$ cat config.mk
export PLATFORM = sky130hd
export DESIGN_NAME = sun_sar9b_ctrl_flat
export DESIGN_NICKNAME = d
export VERILOG_FILES = /design/src/rtl/sun_sar9b_ctrl_if.sv /design/src/rtl/sun_sar9b_ctrl.sv /design/src/flat_wrapper.sv
export SDC_FILE = /design/constraint.sdc
export NUM_CORES = 1
export LEC_CHECK = 0
export CORE_MARGIN = 10
export CORE_UTILIZATION = 29
export CTS_CLUSTER_DIAMETER = 60
export CTS_CLUSTER_SIZE = 8
export DETAILED_ROUTE_END_ITERATION = 7
export PLACE_DENSITY_LB_ADDON = 0.2
export SYNTH_ARGS = -nofsm -noshare
export SYNTH_HDL_FRONTEND = slang
export SYNTH_SLANG_ARGS = --single-unit
$ cat constraint.sdc
create_clock -name ck_i -period 2.4 [get_ports ck_i]
set_input_delay 0.72 -clock ck_i [delete_from_list [all_inputs] [get_ports ck_i]]
set_output_delay 0.72 -clock ck_i [all_outputs]
set_load 0.005 [all_outputs]
$ cat src/rtl/sun_sar9b_ctrl_if.sv
// Result stream from the SAR controller: registered DOUT with a valid/ready handshake.
interface sun_sar9b_ctrl_if;
  logic [8:0] dout;
  logic       dout_valid;
  logic       dout_ready;

  modport master (output dout, output dout_valid, input dout_ready);
  modport slave  (input dout, input dout_valid, output dout_ready);
endinterface

$ cat src/rtl/sun_sar9b_ctrl.sv
// Sequencer and reader for the 9-bit async SAR ADC: drives sample clocks/enable,
// synchronises DONE, captures D onto a valid/ready stream with sticky error flags.
module sun_sar9b_ctrl #(
  parameter int SAMPLE_CYCLES  = 4,
  parameter int TIMEOUT_CYCLES = 32,
  parameter bit TWOS           = 1'b0
) (
  input  logic                   ck_i,
  input  logic                   rst_i,
  input  logic                   start_i,
  input  logic                   cont_i,
  input  logic                   clr_err_i,
  input  logic                   done_i,
  input  logic [8:0]             d_i,
  output logic                   ck_sample_o,
  output logic                   ck_sample_bssw_o,
  output logic                   en_o,
  output logic                   busy_o,
  output logic                   overflow_o,
  output logic                   timeout_o,
  sun_sar9b_ctrl_if.master       dout_if
);

  typedef enum logic [1:0] {IDLE, SAMPLE, CONV} state_e;

  localparam logic [9:0] SMP_LAST = 10'(SAMPLE_CYCLES - 1);
  localparam logic [9:0] TMO_LAST = 10'(TIMEOUT_CYCLES - 1);

  state_e     state_q, state_d;
  logic [9:0] cnt_q, cnt_d;
  logic       sync1_q, done_s_q, done_q;
  logic       ck_sample_q, ck_sample_d;
  logic       bssw_q, bssw_d;
  logic       en_q, en_d;
  logic       busy_q, busy_d;
  logic       ovf_q, ovf_d;
  logic       tmo_q, tmo_d;
  logic       valid_q, valid_d;
  logic [8:0] dout_q, dout_d;

  logic       done_rise, conv_done, conv_tmo, accept;
  logic [8:0] d_fmt;

  // Only a rising edge counts, so a DONE already high on CONV entry ends in timeout.
  assign done_rise = done_s_q & ~done_q;
  assign conv_done = (state_q == CONV) && done_rise;
  assign conv_tmo  = (state_q == CONV) && !done_rise && (cnt_q == TMO_LAST);
  assign accept    = !valid_q || dout_if.dout_ready;
  assign d_fmt     = TWOS ? {~d_i[8], d_i[7:0]} : d_i;

  always_ff @(posedge ck_i) begin
    if (rst_i) begin
      state_q     <= IDLE;
      cnt_q       <= '0;
      sync1_q     <= 1'b0;
      done_s_q    <= 1'b0;
      done_q      <= 1'b0;
      ck_sample_q <= 1'b0;
      bssw_q      <= 1'b0;
      en_q        <= 1'b0;
      busy_q      <= 1'b0;
      ovf_q       <= 1'b0;
      tmo_q       <= 1'b0;
      valid_q     <= 1'b0;
      dout_q      <= '0;
    end else begin
      state_q     <= state_d;
      cnt_q       <= cnt_d;
      sync1_q     <= done_i;
      done_s_q    <= sync1_q;
      done_q      <= done_s_q;
      ck_sample_q <= ck_sample_d;
      bssw_q      <= bssw_d;
      en_q        <= en_d;
      busy_q      <= busy_d;
      ovf_q       <= ovf_d;
      tmo_q       <= tmo_d;
      valid_q     <= valid_d;
      dout_q      <= dout_d;
    end
  end

  // One counter serves both the SAMPLE length and the CONV timeout.
  always_comb begin
    state_d = state_q;
    cnt_d   = cnt_q;
    unique case (state_q)
      IDLE: begin
        if (start_i || cont_i) begin
          state_d = SAMPLE;
          cnt_d   = '0;
        end
      end
      SAMPLE: begin
        if (cnt_q == SMP_LAST) begin
          state_d = CONV;
          cnt_d   = '0;
        end else begin
          cnt_d = cnt_q + 10'd1;
        end
      end
      CONV: begin
        if (conv_done || conv_tmo) begin
          state_d = cont_i ? SAMPLE : IDLE;
          cnt_d   = '0;
        end else begin
          cnt_d = cnt_q + 10'd1;
        end
      end
      default: begin
        state_d = IDLE;
        cnt_d   = '0;
      end
    endcase
  end

  // Outputs are registered from the next state so they line up with the state change.
  always_comb begin
    ck_sample_d = (state_d == SAMPLE);
    bssw_d      = (state_d == SAMPLE) && (cnt_d != SMP_LAST);
    en_d        = (state_d != IDLE);
    busy_d      = (state_d != IDLE);

    dout_d  = dout_q;
    valid_d = valid_q;
    if (valid_q && dout_if.dout_ready) valid_d = 1'b0;
    if (conv_done && accept) begin
      dout_d  = d_fmt;
      valid_d = 1'b1;
    end

    ovf_d = ovf_q;
    tmo_d = tmo_q;
    if (clr_err_i) begin
      ovf_d = 1'b0;
      tmo_d = 1'b0;
    end
    if (conv_done && !accept) ovf_d = 1'b1;
    if (conv_tmo)             tmo_d = 1'b1;
  end

  assign ck_sample_o        = ck_sample_q;
  assign ck_sample_bssw_o   = bssw_q;
  assign en_o               = en_q;
  assign busy_o             = busy_q;
  assign overflow_o         = ovf_q;
  assign timeout_o          = tmo_q;
  assign dout_if.dout       = dout_q;
  assign dout_if.dout_valid = valid_q;

endmodule

$ cat src/flat_wrapper.sv
// flat-port wrapper written by rule: the top's interface ports become plain ports
module sun_sar9b_ctrl_flat 
#(
  parameter int SAMPLE_CYCLES  = 4,
  parameter int TIMEOUT_CYCLES = 32,
  parameter bit TWOS           = 1'b0
)
  (ck_i, rst_i, start_i, cont_i, clr_err_i, done_i, d_i, ck_sample_o, ck_sample_bssw_o, en_o, busy_o, overflow_o, timeout_o, dout_if_dout, dout_if_dout_valid, dout_if_dout_ready);
  sun_sar9b_ctrl_if dout_if_i ();
  input  logic ck_i;
  input  logic rst_i;
  input  logic start_i;
  input  logic cont_i;
  input  logic clr_err_i;
  input  logic done_i;
  input  logic [8:0] d_i;
  output logic ck_sample_o;
  output logic ck_sample_bssw_o;
  output logic en_o;
  output logic busy_o;
  output logic overflow_o;
  output logic timeout_o;
  output wire logic [$bits(dout_if_i.dout)-1:0] dout_if_dout;
  output wire logic [$bits(dout_if_i.dout_valid)-1:0] dout_if_dout_valid;
  input wire logic [$bits(dout_if_i.dout_ready)-1:0] dout_if_dout_ready;
  assign dout_if_dout = dout_if_i.dout;
  assign dout_if_dout_valid = dout_if_i.dout_valid;
  assign dout_if_i.dout_ready = dout_if_dout_ready;
  sun_sar9b_ctrl #(.SAMPLE_CYCLES(SAMPLE_CYCLES), .TIMEOUT_CYCLES(TIMEOUT_CYCLES), .TWOS(TWOS)) u_core (.ck_i(ck_i), .rst_i(rst_i), .start_i(start_i), .cont_i(cont_i), .clr_err_i(clr_err_i), .done_i(done_i), .d_i(d_i), .ck_sample_o(ck_sample_o), .ck_sample_bssw_o(ck_sample_bssw_o), .en_o(en_o), .busy_o(busy_o), .overflow_o(overflow_o), .timeout_o(timeout_o), .dout_if(dout_if_i));
endmodule
=== Word level (Yosys, flattened, before mapping) ===
Index checks and enable logic that the tools add are counted.

* Register bits: 30
* Latch bits: 0
* Memory bits (writable): 0
* Memory bits (read-only): 0
* Memories kept: 0

* Add/sub/neg operators: 1
* $mul: 0
* Divide/modulo/power cells: 0
* Order comparisons: 0
* Equal/unequal tests: 6
* Shifts and indexed selects: 0
* Muxes and demuxes: 14
* Bitwise gates (word level): 2
* Reductions and logical operators: 18

{| class="wikitable"
|+ Operator list
! operator !! number
|-
| 10-bit 2-to-1 mux || 3
|-
| 10-bit case mux with 3 select lines || 1
|-
| 10-bit by 1-bit adder with 10-bit output (second input constant) || 1
|-
| 10-bit by 2-bit equality test with 1-bit output (second input constant) || 1
|-
| 10-bit by 5-bit equality test with 1-bit output (second input constant) || 1
|-
| 10-bit by 2-bit inequality test with 1-bit output (second input constant) || 1
|-
| 2-bit nonzero test || 4
|-
| 1-bit logical AND || 7
|-
| 1-bit 2-to-1 mux || 6
|-
| 2-bit 2-to-1 mux || 3
|-
| 2-bit case mux with 3 select lines || 1
|-
| 2-bit by 1-bit equality test with 1-bit output (second input constant) || 2
|-
| 1-bit logical NOT || 3
|-
| 1-bit logical OR || 3
|-
| 2-bit equality test (second input constant) || 1
|-
| 2-bit logical NOT || 1
|-
| 1-bit AND || 1
|-
| 1-bit NOT || 1
|}

=== Logic depth before layout (Yosys ltp) ===
Gate-level depths: netlist (run 1).

* Depth in word-level cells: 10
* Gate-level depth with buffers: 8

=== Least setup slack after synthesis (run 1) ===
Ideal clock, no wire load.

* Path kind: reg2reg
* Start: reg u_core.cnt_q[0]
* End: reg u_core.bssw_q, in the netlist u_core.ck_sample_bssw_o
* Library setup time: 138 ps
* Data arrival time: 2030 ps
* Required time: 2262 ps
* Path slack: 233 ps
* Stages on the path, launching flop included: 8
* Path buffers: 0
* Path through: dfxtp_1 > ha_1 > or4b_1 > nor3_2 > o22a_2 > o21ai_1 > a211oi_2 > a41oi_2

* Word-level cells in the longest chain between the ends: 7
* Elaborated cells between the ends (all ways): 15

{| class="wikitable"
|+ Ends and longest elaborated chain
! element !! line !! text
|-
| start: declaration || sun_sar9b_ctrl.sv:30 || <nowiki>logic [9:0] cnt_q, cnt_d;</nowiki>
|-
| start signal: assignment || sun_sar9b_ctrl.sv:68 || <nowiki>cnt_q <= cnt_d;</nowiki>
|-
| parallel branches: the longest is 6 deep, another holds 10-bit by 1-bit adder with 10-bit output || -- ||
|-
| 1-bit logical AND * || sun_sar9b_ctrl.sv:120 || <nowiki>bssw_d = (state_d == SAMPLE) && (cnt_d != SMP_LAST);</nowiki>
|-
| end signal: assignment || sun_sar9b_ctrl.sv:73 || <nowiki>bssw_q <= bssw_d;</nowiki>
|-
| end: declaration || sun_sar9b_ctrl.sv:33 || <nowiki>logic bssw_q, bssw_d;</nowiki>
|}

Mark *: on every way between the ends.
A chain may end at the register's enable or synchronous reset.

=== Final worst setup path (run 1) ===
* Start: in cont_i
* End: reg u_core.bssw_q, in the netlist u_core.ck_sample_bssw_o

* Word-level cells in the longest chain between the ends: 5
* Elaborated cells between the ends (all ways): 10

{| class="wikitable"
|+ Ends and longest elaborated chain
! element !! line !! text
|-
| start: declaration || flat_wrapper.sv:13 || <nowiki>input logic cont_i;</nowiki>
|-
| 1-bit logical OR or 1-bit 2-to-1 mux (tied branches) || sun_sar9b_ctrl.sv:89, sun_sar9b_ctrl.sv:104 ||
|-
| 10-bit 2-to-1 mux (tied with other cells) || sun_sar9b_ctrl.sv:89 || <nowiki>if (start_i || cont_i) begin</nowiki>
|-
| 10-bit case mux with 3 select lines or 2-bit case mux with 3 select lines (tied branches) || sun_sar9b_ctrl.sv:87 || <nowiki>unique case (state_q)</nowiki>
|-
| 10-bit by 2-bit inequality test with 1-bit output or 2-bit by 1-bit equality test with 1-bit output (tied branches) || sun_sar9b_ctrl.sv:120 ||
|-
| 1-bit logical AND * || sun_sar9b_ctrl.sv:120 ||
|}

Mark *: on every way between the ends. The rest lies on a longest branch, timed or not.

==> flow_summary.json, run 1 <==
{
  "outcome": "complete, no violations",
  "critical_path.startpoint_type": "input port",
  "internal_power_mw": 1.02,
  "cp-end-kind": "register",
  "cts_resized": 0,
  "finalPower_mw": 1.27,
  "clkPwrFrac": 0.502,
  "design_area_um2": 2010,
  "syn_inst": 161,
  "hold_ws_ns": 0.447,
  "grt_setup_unrepaired": "no",
  "initial_core_util": 0.302,
  "synth_edf_count": 0,
  "final_cells": 269,
  "grt.total_usage": 0.0951,
  "wl_um": 3730,
  "first_global_vias": 1391,
  "synth_cell_types": 47,
  "core.rowCount": 25,
  "ioPinCount": 32,
  "cp.required_ns": 2.55,
  "num-fill-cells": 492,
  "min_period_ns": 2.15,
  "startpoint": "cont_i",
  "finalSetupTns_ns": 0,
  "multi_input_area_um2": 762,
  "drtIter0Drc": 73,
  "cts_root_buffer": "clkbuf_8",
  "setup_violations": 0,
  "total_leakage_power_nw": 0.796,
  "clk_path_buf_depth": 2,
  "cts.sinks": 30,
  "dieArea_um2": 8160,
  "arrival_ns": 2.30,
  "avgSynthCellArea_um2": 8.91,
  "crit_type": "in2reg",
  "p_sw_frac": 0.202,
  "crit_path_end": "u_core.ck_sample_bssw_o$_SDFF_PP0_",
  "grt_pass1_wl_um": 6400,
  "core_um2": 4750,
  "dr_total_vias": 1347,
  "die_x_um": 90.3,
  "fin_util": 0.423,
  "hold_violations": 0,
  "syn-num-nets": 178,
  "cts_buffers": 5,
  "port_buffers": 31,
  "power_density_nw_per_um2": 634,
  "post-place-ws_ns": -0.0563,
  "placed_area_um2": 1870,
  "ys.flop_type": "dfxtp_1",
  "cts_tree": "built",
  "synth_seq_cells": 30,
  "combPwrFrac": 0.094,
  "layout.area.seq_um2": 601,
  "grt_overflow": 0,
  "post_cts_buffers": 0,
  "ys_warn_count": 0,
  "worst_slew_pin_slew_ns": 0.557,
  "netlist_area_um2": 1430,
  "setup_ws_ns": 0.249,
  "wire_per_inst_um": 13.9,
  "hpwl_um": 2820,
  "fp.dieH_um": 90.3,
  "r2r_cells": 6,
  "drtAntennaViolNets": 0,
  "worstSkewPairLatency_ns": 0.29,
  "drc": 0,
  "place_congestion": 0.874,
  "netSwitchingPower_mw": 0.258,
  "htreeDepth": 2,
  "vias_per_cell": 5.01,
  "r2r_slack_ns": 0.27,
  "diodes": 0,
  "slew_headroom": 0.627,
  "largest_reg_flops": 10,
  "dr.pass1.iters": 4,
  "seq_power_share": 0.404,
  "areaGrowthSynthToFinish_pct": 40.3,
  "finalNetCount": 218,
  "async_flop_share": 0,
  "drv_slew": 0,
  "ys_seq_area_frac": 0.419,
  "clkSlewWorstSetupHoldPaths_ns": 0.07,
  "hold_path_class": "reg2reg",
  "critPathMaxFanout": 3,
  "r2r_end": "u_core.ck_sample_bssw_o$_SDFF_PP0_",
  "rr_startpoint": "u_core.cnt_q[4]$_SDFF_PP0_",
  "drive_gt1_frac": 0.144,
  "fmax_mhz": 465,
  "grt_max_degree": 17,
  "fin_skew_ns": 0.00596,
  "cap_violations": 0,
  "finalCritPeriodShare": 0.896,
  "antenna_found_initial": 0,
  "hold_buffers": 0,
  "regMostFlops": "u_core.cnt_q",
  "dp.cells": 261,
  "ir_worst_vdd_mv": 0.428
}
[worst max-delay path, stage by stage]
cell and delay (ns):
clkdlybuf4s50_1 0.43, or4_1 0.57, a21oi_1 0.20, a32oi_2 0.07, a211oi_2 0.18, a41oi_2 0.13
[power by group through the flow]
stage / clock network (mW) / registers, mW / logic [mW]
3_3_place_gp: 0 / 0.527 / 0.120
2_1_floorplan: 0 / 0.529 / 0.0538
4_1_cts: 0.655 / 0.516 / 0.121
6_report: 0.640 / 0.515 / 0.120
3_5_place_dp: 0 / 0.527 / 0.120
5_1_grt: 0.681 / 0.516 / 0.133
[kinds of logic after synthesis]
kind of cell             share of synthesized area
buffers and inverters                       0.0497
XOR/XNOR                                   0.00611
adder cells (fa/ha/maj)                    0.00872
AO/OA/AOI/OAI                                0.202
flip-flops                                   0.419
AND/OR/NAND/NOR                              0.252
multiplexers                                0.0628
[how the worst min path moves through the flow]
| stage | from | end | depth (start not counted) |
|---|---|---|---|
| CTS | u_core.sync1_q$_SDFF_PP0_ | u_core.done_s_q$_SDFF_PP0_ | 1 |
| finish | u_core.sync1_q$_SDFF_PP0_ | u_core.done_s_q$_SDFF_PP0_ | 1 |
| detailed placement | u_core.sync1_q$_SDFF_PP0_ | u_core.done_s_q$_SDFF_PP0_ | 1 |
| global route | u_core.sync1_q$_SDFF_PP0_ | u_core.done_s_q$_SDFF_PP0_ | 1 |
| floorplan | u_core.sync1_q$_SDFF_PP0_ | u_core.done_s_q$_SDFF_PP0_ | 1 |
| global placement | u_core.sync1_q$_SDFF_PP0_ | u_core.done_s_q$_SDFF_PP0_ | 1 |
[final cells by class]
type | instances | share of cell area
clock buffer | 6 | 0.0410
clock inverter | 2 | 0.0299
inverter | 4 | 0.00746
multi-input combinational | 116 | 0.379
sequential | 30 | 0.299
tap | 67 | 0.0417
timing repair buffer | 44 | 0.203
[layout by cell type (no fill, tap or decap), types with 2 or more instances in the layout]
| cell | netlist | layout |
|---|---|---|
| clkdlybuf4s50_1 | 0 | 31 |
| dfxtp_1 | 30 | 30 |
| nor2_1 | 18 | 18 |
| a21oi_1 | 15 | 15 |
| buf_4 | 1 | 13 |
| mux2i_1 | 9 | 9 |
| nand2_1 | 7 | 7 |
| nor2b_1 | 6 | 6 |
| clkbuf_8 | 0 | 6 |
| nand3_1 | 5 | 5 |
| nand2b_1 | 4 | 4 |
| nand4_1 | 4 | 4 |
| inv_1 | 4 | 4 |
| nor3_1 | 4 | 4 |
| o21ai_1 | 4 | 4 |
| o22ai_1 | 3 | 3 |
| or2_1 | 3 | 3 |
| nor4_1 | 2 | 2 |
| a22oi_1 | 2 | 2 |
| a21o_1 | 2 | 2 |
| nand4b_1 | 2 | 2 |
| o2bb2ai_1 | 2 | 2 |
| bufinv_16 | 0 | 2 |
[metal layers]
metal | vias up | track usage | routed length (µm)
li1 | 668 | - | -
met1 | 631 | 0.102 | 1620
met2 | 37 | 0.148 | 1690
met3 | 11 | 0.0490 | 322
met4 | 0 | 0.0531 | 100
met5 | - | 0 | 0
[Yosys cell counts (all sizes together) (3+ instances only)]
cell type,instances,area (µm²)
nor2b,6,37.5
o21ai,6,33.8
clkbuf,9,37.5
mux2i,9,90.1
inv,4,15.0
nand4,4,25.0
nand3,5,25.0
a21oi,15,75.1
nand2b,4,25.0
o22ai,3,18.8
or2,3,18.8
nand2,7,26.3
dfxtp,30,601
nor3,6,46.3
nor2,18,67.6
No activity file was read; power rests on OpenSTA's default activity.
==> inputs of run 2 (changes only) <==
Settings changed: CTS_CLUSTER_SIZE 8 to 14, PLACE_DENSITY set to 0.51, PLACE_DENSITY_LB_ADDON 0.2 to unset.
==> run 2 against run 1 <==
Non-clock buffer count up 2. Largest cell class unchanged. Count of clock-buffer cells in the layout up 1. First-iteration DRC count down 8.2%. Hold slack worse by 0.0069 ns. Sequential power about the same. Power down 17%. Register-to-register slack worse by 0.02 ns.
==> flow_summary.json, run 2 (synthesis gave the netlist of run 1 again) <==
{
  "fmax_mhz": 450,
  "htreeDepth": 2,
  "initial_core_util": 0.302,
  "min_period_ns": 2.22,
  "clk_path_buf_depth": 2,
  "finalCritPeriodShare": 0.926,
  "post_cts_buffers": 0,
  "worstSkewPairLatency_ns": 0.27,
  "first_global_vias": 1429,
  "dr.pass1.iters": 4,
  "drtAntennaViolNets": 0,
  "worstPathCellList": "clkdlybuf4s50_1, or4_1, a21oi_1, a32oi_2, a211oi_2, a41oi_2",
  "post-place-ws_ns": -0.100,
  "cts_root_buffer": "clkbuf_8",
  "hold_buffers": 0,
  "grt_overflow": 0,
  "grt.total_usage": 0.0980,
  "cp-end-kind": "register",
  "port_buffers": 31,
  "placed_area_um2": 1880,
  "hold_violations": 0,
  "critPathMaxFanout": 3,
  "fin_util": 0.416,
  "regMostFlops": "u_core.cnt_q",
  "cts_resized": 0,
  "cts_buffers": 5,
  "drtIter0Drc": 67,
  "slew_headroom": 0.626,
  "dr_total_vias": 1351,
  "crit_type": "in2reg",
  "layout.area.seq_um2": 601,
  "core.rowCount": 25,
  "hpwl_um": 2910,
  "drive_gt1_frac": 0.147,
  "areaGrowthSynthToFinish_pct": 37.8,
  "antenna_found_initial": 0,
  "place_congestion": 0.858,
  "die_x_um": 90.3,
  "wire_per_inst_um": 14.5,
  "grt_setup_unrepaired": "no",
  "cap_violations": 0,
  "core_um2": 4750,
  "fin_skew_ns": 0.00495,
  "largest_reg_flops": 10,
  "cp.required_ns": 2.55,
  "outcome": "complete, no violations",
  "power_density_nw_per_um2": 533,
  "critical_path.startpoint_type": "input port",
  "arrival_ns": 2.37,
  "worst_slew_pin_slew_ns": 0.562,
  "cts_tree": "built",
  "drv_slew": 0,
  "total_leakage_power_nw": 0.784,
  "finalNetCount": 220,
  "dieArea_um2": 8160,
  "wl_met1_um": 1680,
  "drc": 0,
  "cp_slowest_stage_delay_ns": 0.58,
  "grt_max_degree": 17,
  "hold_path_class": "reg2reg",
  "ioPinCount": 32,
  "ir_worst_vdd_mv": 0.302,
  "hold_ws_ns": 0.440,
  "wl_met2_um": 1730,
  "cts.sinks": 30,
  "finalPower_mw": 1.05,
  "setup_ws_ns": 0.178,
  "cp_slowest_cell": "or4_1",
  "setup_violations": 0,
  "fp.dieH_um": 90.3,
  "wl_um": 3930,
  "multi_input_area_um2": 762,
  "met3_length_um": 492,
  "mostFrequentLayoutCells": "31 x clkdlybuf4s50_1, 30 x dfxtp_1, 18 x nor2_1",
  "clkSlewWorstSetupHoldPaths_ns": 0.07,
  "grt_pass1_wl_um": 6760,
  "top_layer_used": "met4",
  "layout_commonest_cell": "clkdlybuf4s50_1",
  "design_area_um2": 1980,
  "num-fill-cells": 487,
  "vias_per_cell": 4.99,
  "diodes": 0
}
[run 2: changes by cell type in the layout (fill, tap and decap cells not counted), sizes merged]
cell,delta
buf,+2
bufinv,-2
clkbuf,+1
clkinv,+1
[run 2: stage by stage]
stage | TNS (ns) | instances
floorplan | 0 | 161
global placement | -0.0613 | 263
detailed placement | -0.100 | 263
CTS | 0 | 271
global route | 0 | 271
finish | 0 | 271
[run 2: worst max-delay path: cells and delay by family]
family / cells / cell delay (ns)
AOI/OAI and AO/OA: 4 / 0.63
and+or+nand+nor: 1 / 0.58
buffers and inverters: 1 / 0.45
[run 2: metal layers]
metal,up-vias,GRT usage
met1,618,0.108
met2,64,0.148
met4,0,0.0371
met5,-,0
met3,2,0.0623
li1,667,-
[run 2: layout make-up]
| class | instances | area share |
|---|---|---|
| Clock buffer | 7 | 0.0437 |
| Clock inverter | 1 | 0.00253 |
| Inverter | 4 | 0.00760 |
| Multi-Input combinational cell | 116 | 0.386 |
| Sequential cell | 30 | 0.304 |
| Tap cell | 67 | 0.0424 |
| Timing Repair Buffer | 46 | 0.214 |
[run 2: final timing paths]
check | from | to | slack, ns | depth (start not counted)
setup / recovery | cont_i | u_core.ck_sample_bssw_o$_SDFF_PP0_ | 0.18 | 6
hold / removal | u_core.sync1_q$_SDFF_PP0_ | u_core.done_s_q$_SDFF_PP0_ | 0.44 | 1
setup reg to reg | u_core.cnt_q[0]$_SDFF_PP0_ | u_core.ck_sample_bssw_o$_SDFF_PP0_ | 0.25 | 7
hold reg to reg | u_core.sync1_q$_SDFF_PP0_ | u_core.done_s_q$_SDFF_PP0_ | 0.44 | 1
[run 2: report_power, final]
group | internal (mW) | leakage, nW | switching (mW)
Clock | 0.231 | 0.0482 | 0.188
Sequential | 0.509 | 0.244 | 0.00755
Combinational | 0.0635 | 0.492 | 0.0546
Total | 0.803 | 0.784 | 0.250
